**config.mk**
```make
export PLATFORM = sky130hd
export DESIGN_NAME = uart_tx_frame_gen
export DESIGN_NICKNAME = d
export VERILOG_FILES = /design/src/rtl/uart_pkg.sv /design/src/rtl/uart_parity_calc.sv /design/src/rtl/uart_tx_frame_gen.sv
export SDC_FILE = /design/constraint.sdc
export NUM_CORES = 1
export LEC_CHECK = 0
export CORE_MARGIN = 3
export CORE_UTILIZATION = 35
export DETAILED_ROUTE_END_ITERATION = 10
export GPL_TIMING_DRIVEN = 0
export PLACE_DENSITY = 0.54
export SYNTH_ARGS = -nofsm -noshare
export SYNTH_HDL_FRONTEND = slang
export SYNTH_SLANG_ARGS = --single-unit
```
**constraint.sdc**
```tcl
create_clock -name clk -period 3.6 [get_ports clk]
set_clock_uncertainty 0.15 [all_clocks]
set_input_delay 0.72 -clock clk [delete_from_list [all_inputs] [get_ports clk]]
set_output_delay 0.72 -clock clk [all_outputs]
set_load 0.03 [all_outputs]
```
**src/rtl/uart_pkg.sv**
```systemverilog
// Shared UART definitions: FSM state encoding, parity selectors, legal data widths.
package uart_pkg;

    localparam int unsigned DATA_W_MIN = 5;
    localparam int unsigned DATA_W_MAX = 9;

    localparam logic PAR_EVEN = 1'b0;
    localparam logic PAR_ODD  = 1'b1;

    localparam int unsigned STATE_W = 3;
    typedef logic [STATE_W-1:0] uart_state_t;

    localparam uart_state_t ST_IDLE   = 3'd0;
    localparam uart_state_t ST_START  = 3'd1;
    localparam uart_state_t ST_DATA   = 3'd2;
    localparam uart_state_t ST_PARITY = 3'd3;
    localparam uart_state_t ST_STOP1  = 3'd4;
    localparam uart_state_t ST_STOP2  = 3'd5;

endpackage

```
**src/rtl/uart_parity_calc.sv**
```systemverilog
// Parity bit over a full data word; also reused by the receive-side checker.
module uart_parity_calc
    import uart_pkg::*;
#(
    parameter int unsigned DATA_W = 8
) (
    input  logic [DATA_W-1:0] data,
    input  logic              par_type,
    output logic              parity_c
);

    // Even parity makes the total number of ones even; odd inverts that.
    assign parity_c = (^data) ^ (par_type == PAR_ODD);

endmodule

```
**src/rtl/uart_tx_frame_gen.sv**
```systemverilog
// UART transmit framer: start, DATA_W data bits, optional parity, 1 or 2 stops,
// with a one-entry holding register so frames can stream back-to-back.
module uart_tx_frame_gen
    import uart_pkg::*;
#(
    parameter int unsigned DATA_W    = 8,
    parameter bit          LSB_FIRST = 1'b1
) (
    input  logic              clk,
    input  logic              rst,
    input  logic              baud_tick,
    input  logic              par_en,
    input  logic              par_type,
    input  logic              two_stop,
    input  logic              data_valid,
    input  logic [DATA_W-1:0] data_in,
    output logic              data_ready,
    output logic              tx_out,
    output logic              busy,
    output logic              frame_done
);

    localparam int unsigned CNT_W = $clog2(DATA_W);

    uart_state_t       state, state_nxt;
    logic [CNT_W-1:0]  bit_cnt, cnt_nxt;
    logic [DATA_W-1:0] shreg, shreg_nxt;
    logic [DATA_W-1:0] hold_data, hold_nxt;
    logic              ready_nxt;
    logic              par_en_q, par_en_nxt;
    logic              two_stop_q, two_stop_nxt;
    logic              par_bit_q, par_bit_nxt;
    logic              tx_nxt, busy_nxt, done_nxt;
    logic              launch, finish;
    logic              parity_c;

    // Shift register always emits bit 0 first, so MSB-first words are reversed on load.
    function automatic logic [DATA_W-1:0] line_order(input logic [DATA_W-1:0] d);
        logic [DATA_W-1:0] r;
        if (LSB_FIRST) r = d;
        else           r = {<<{d}};
        return r;
    endfunction

    // Parity of the held word, sampled together with the rest of the config at launch.
    uart_parity_calc #(
        .DATA_W (DATA_W)
    ) u_parity (
        .data     (hold_data),
        .par_type (par_type),
        .parity_c (parity_c)
    );

    // State and output registers; reset idles the line and empties the holding register.
    always_ff @(posedge clk or negedge rst) begin
        if (!rst) begin
            state      <= ST_IDLE;
            bit_cnt    <= '0;
            shreg      <= '0;
            hold_data  <= '0;
            data_ready <= 1'b1;
            par_en_q   <= 1'b0;
            two_stop_q <= 1'b0;
            par_bit_q  <= 1'b0;
            tx_out     <= 1'b1;
            busy       <= 1'b0;
            frame_done <= 1'b0;
        end else begin
            state      <= state_nxt;
            bit_cnt    <= cnt_nxt;
            shreg      <= shreg_nxt;
            hold_data  <= hold_nxt;
            data_ready <= ready_nxt;
            par_en_q   <= par_en_nxt;
            two_stop_q <= two_stop_nxt;
            par_bit_q  <= par_bit_nxt;
            tx_out     <= tx_nxt;
            busy       <= busy_nxt;
            frame_done <= done_nxt;
        end
    end

    // Next-state and next-output logic; all line changes are gated by baud_tick.
    always_comb begin
        state_nxt    = state;
        cnt_nxt      = bit_cnt;
        shreg_nxt    = shreg;
        hold_nxt     = hold_data;
        ready_nxt    = data_ready;
        par_en_nxt   = par_en_q;
        two_stop_nxt = two_stop_q;
        par_bit_nxt  = par_bit_q;
        tx_nxt       = tx_out;
        busy_nxt     = busy;
        done_nxt     = 1'b0;
        launch       = 1'b0;
        finish       = 1'b0;

        // Capture only into an empty holding register; a launch needs a full one,
        // so capture and launch never happen on the same cycle.
        if (data_valid && data_ready) begin
            hold_nxt  = data_in;
            ready_nxt = 1'b0;
        end

        if (baud_tick) begin
            case (state)
                ST_IDLE: begin
                    launch = !data_ready;
                end
                ST_START: begin
                    tx_nxt    = shreg[0];
                    shreg_nxt = shreg >> 1;
                    cnt_nxt   = '0;
                    state_nxt = ST_DATA;
                end
                ST_DATA: begin
                    if (bit_cnt == CNT_W'(DATA_W - 1)) begin
                        if (par_en_q) begin
                            state_nxt = ST_PARITY;
                            tx_nxt    = par_bit_q;
                        end else begin
                            state_nxt = ST_STOP1;
                            tx_nxt    = 1'b1;
                        end
                    end else begin
                        cnt_nxt   = bit_cnt + CNT_W'(1);
                        tx_nxt    = shreg[0];
                        shreg_nxt = shreg >> 1;
                    end
                end
                ST_PARITY: begin
                    state_nxt = ST_STOP1;
                    tx_nxt    = 1'b1;
                end
                ST_STOP1: begin
                    if (two_stop_q) begin
                        state_nxt = ST_STOP2;
                        tx_nxt    = 1'b1;
                    end else begin
                        finish = 1'b1;
                    end
                end
                ST_STOP2: begin
                    finish = 1'b1;
                end
                default: begin
                    state_nxt = ST_IDLE;
                    tx_nxt    = 1'b1;
                    busy_nxt  = 1'b0;
                end
            endcase
        end

        // End of the final stop bit: chain straight into the next frame if one is held.
        if (finish) begin
            done_nxt = 1'b1;
            if (!data_ready) begin
                launch = 1'b1;
            end else begin
                state_nxt = ST_IDLE;
                tx_nxt    = 1'b1;
                busy_nxt  = 1'b0;
            end
        end

        // Launch: move the held word into the shifter and freeze this frame's config.
        if (launch) begin
            shreg_nxt    = line_order(hold_data);
            ready_nxt    = 1'b1;
            par_en_nxt   = par_en;
            two_stop_nxt = two_stop;
            par_bit_nxt  = parity_c;
            cnt_nxt      = '0;
            state_nxt    = ST_START;
            tx_nxt       = 1'b0;
            busy_nxt     = 1'b1;
        end
    end

endmodule

```
==> flow_summary_export.csv <==
group,metric,value,unit
outcome,outcome,"finished, final reports clean",
timing,worst_pin_slew,0.662,ns
clocking,holdBufCountCts,0,
power_and_ir_drop,power.density,891,nW/um^2
floorplanning,die_w,71.6,um
global_route,grtUsageMet2,21.3,%
finish,nets,174,
global_route,antenna_found_initial,0,
floorplanning,dieArea,5120,um^2
global_route,use_met3,3.51,%
timing,finalHoldViolCount,0,
synthesis,synth_warnings,0,
timing,fmax,410,MHz
global_route,grt-ovfl-total,0,
finish,drive_above_1_share,20.9,%
timing,fin_setup_tns,0,ns
clocking,cts_resized,0,
synthesis,synth_edf_count,0,
route,detail_route.drc_violations,0,
clocking,clockBufferDepth,2,
route,drtAntennaViolNets,0,
placed_design,io_buffers,18,
route,drt-initial-drc-count,51,
clocking,path_clk_slew,0.07,ns
synthesis,synth_area,1500,um^2
global_route,busiest_layer,"met2",
clocking,post_cts_buffers,0,
setup_path,required,2.73,ns
power_and_ir_drop,p_clk_share,20.0,%
synthesis,ys_types,36,
setup_path,cpPeakStageDelay,0.69,ns
route,wire_per_inst,13.2,um
placed_design,post_dp_cell_area,1750,um^2
synthesis,synth_fp_nets,149,
floorplanning,die_h,71.6,um
clocking,cts_buffers,5,
timing,final.setup.worst_slack,1.16,ns
synthesis,ys_top_cells_by_area,"dfrtp_1 45%, mux2_2 7.5%, mux2i_1 5.3%, dfstp_2 3.5%, a21oi_1 3.3%",
floorplanning,rows,23,
timing,rsz0062_at_grt,"false",
setup_path,cp-startpoint,"data_ready$_DFFE_PN1P_",
placed_design,place_ws,1.07,ns
synthesis,synth_top_area_cell,"dfrtp_1",
clocking,cts-root-buf,"clkbuf_8",
clocking,cts.htree.levels,2,
setup_path,crit_chain,"clkdlybuf4s50_1",
power_and_ir_drop,p_int,1.08,mW
finish,multiInputGateArea,706,um^2
route,wl,2760,um
finish,fillers,392,
finish,antenna_cells,0,
route,vias,1000,
finish,synthToLayoutAreaGrowth,23.0,%
global_route,grt_max_degree,30,
floorplanning,io_pins,19,
setup_path,critPathKind,"reg -> out",
route,drt-pass1-iter-count,4,
power_and_ir_drop,ir_drop,0.000503,V
setup_path,cp_top_family,"buffers and inverters",
power_and_ir_drop,switching_power,567,uW
global_route,use_met1,14.3,%
setup_path,cp_slowest_cell,"clkdlybuf4s50_1",
placed_design,dp_hpwl,1960,um
setup_path,endpoint_kind,"output pin",
power_and_ir_drop,p_total,1.65,mW
synthesis,post_synth_inst_count,132,
timing,setup_viol,0,
power_and_ir_drop,p_seq_share,36.1,%
power_and_ir_drop,pwr-share-comb,44.0,%
synthesis,netlist.area_leader.share,44.9,%
synthesis,synth-async-reset-ratio,100,%
timing,maxSlewViolCount,0,
timing,slew_headroom,55.9,%
floorplanning,start_util,36.8,%
synthesis,synth_area_per_cell,11.4,um^2
setup_path,crit_fanout,5,
synthesis,seq_area_frac_synth,48.4,%
floorplanning,core_area,4090,um^2
route,viasPerCell,4.81,
worst_hold_path,hold_path_class,"in -> async",
finish,regArea,728,um^2
setup_path,crit_buf_inv,1,
synthesis,ys.flop_type,"dfrtp_1",
synthesis,ys_ff_latch,29,
setup_path,cp.arrival,1.57,ns
setup_path,cp-start-kind,"register",
clocking,cts_tree,"yes",
global_route,grt_pass1_vias,1061,
timing,fin_crit,2.44,ns
clocking,cts.sinks,29,
run,cap_violations,0,
clocking,clock_latency,0.28,ns
power_and_ir_drop,power_leakage,0.844,nW
timing,min_period_over_period,67.8,%
power_and_ir_drop,switching_share,34.4,%
placed_design,routabilityCongestion,0.789,
finish,postLayoutCellArea,1850,um^2
global_route,track_usage,12.2,%
setup_path,r2r-start,"bit_cnt[0]$_DFFE_PN0P_",
global_route,grt_pass1_wl,4860,um
[synthesized netlist by cell type (3+ instances only)]
| library cell | count |
|---|---|
| dfrtp_1 | 27 |
| a21oi_1 | 10 |
| mux2_2 | 10 |
| nand2_1 | 9 |
| mux2i_1 | 8 |
| nor2_1 | 7 |
| o21ai_0 | 6 |
| nand3_1 | 4 |
| nor2b_1 | 4 |
| xnor2_1 | 4 |
| and3_1 | 3 |
| buf_6 | 3 |
| inv_1 | 3 |
| nand2b_1 | 3 |
| o21ai_1 | 3 |
[power by group through the flow]
stage | Combinational [mW] | Sequential, mW | Clock [mW]
2_1_floorplan | 0.560 | 0.604 | 0
4_1_cts | 0.735 | 0.594 | 0.336
5_1_grt | 0.803 | 0.617 | 0.353
3_3_place_gp | 0.720 | 0.596 | 0
6_report | 0.724 | 0.594 | 0.329
3_5_place_dp | 0.730 | 0.600 | 0
[flip-flops by register name, indices dropped and copies added, names as in the netlist]
| signal | count |
|---|---|
| hold_data | 8 |
| two_stop_q | 1 |
| busy | 1 |
| par_bit_q | 1 |
| tx_out | 1 |
| par_en_q | 1 |
| bit_cnt | 3 |
| state | 3 |
| shreg | 8 |
| frame_done | 1 |
| data_ready | 1 |
[cell usage in the layout (no fill, tap or decap), types with 2 or more instances in the layout]
master	n
inv_1	3
mux2_2	10
nand2_1	9
buf_6	3
nand2b_1	3
mux2i_1	8
o21ai_1	3
nor2_1	7
buf_2	3
a21o_1	2
nor3b_2	2
clkdlybuf4s50_1	17
and3_1	3
buf_4	2
ha_1	2
a21oi_1	10
dfrtp_1	27
nand3_1	4
xor2_1	2
dfstp_2	2
nor2b_1	4
o21ai_0	6
clkbuf_8	5
xnor2_1	4
[cell type report]
| cell class | instances | area share (%) |
|---|---|---|
| plain buffers | 7 | 3.18 |
| clock buffers | 6 | 3.92 |
| clock inverters | 2 | 1.89 |
| inverters | 3 | 0.609 |
| multi-input cells | 93 | 38.2 |
| flip-flops and latches | 29 | 39.4 |
| well taps | 50 | 3.38 |
| repair buffers | 18 | 9.47 |
[final timing paths]
check                                           endpoint  slack (ns)  cells past startpoint
worst max-delay path                          data_ready        1.16                      1
worst min-delay path                  state[2]$_DFF_PN0_        0.32                      1
worst max register to register      shreg[4]$_DFFE_PN0P_        1.56                      7
worst min register to register     par_bit_q$_DFFE_PN0P_        0.34                      2
max in group asynchronous       hold_data[7]$_DFFE_PN0P_        2.55                      1
min in group clk                   par_bit_q$_DFFE_PN0P_        0.34                      2
[routing by layer]
layer / routed length [um] / up-vias
li1: - / 512
met4: 29 / 0
met2: 1360 / 18
met1: 1240 / 465
met3: 126 / 5
met5: 0 / -
[through the flow]
step,utilization [%],instances,hold slack (ns)
after floorplan,-,132,0.274
after global placement,42.7,200,0.326
after detailed placement,42.7,200,0.330
after CTS,45.4,208,0.345
after global routing,45.3,208,0.368
final,45.3,208,0.319
[cells by family after synthesis]
logic type	count (synthesis)	synth area share [%]
AOI/OAI and AO/OA	27	11.6
adders and majority gates	2	1.66
xor gates and xnor gates	7	4.99
muxes	18	12.8
and+or+nand+nor	39	15.9
DFF	29	48.4
buffers and inverters	10	4.66
(Power assumes the default switching activity.)
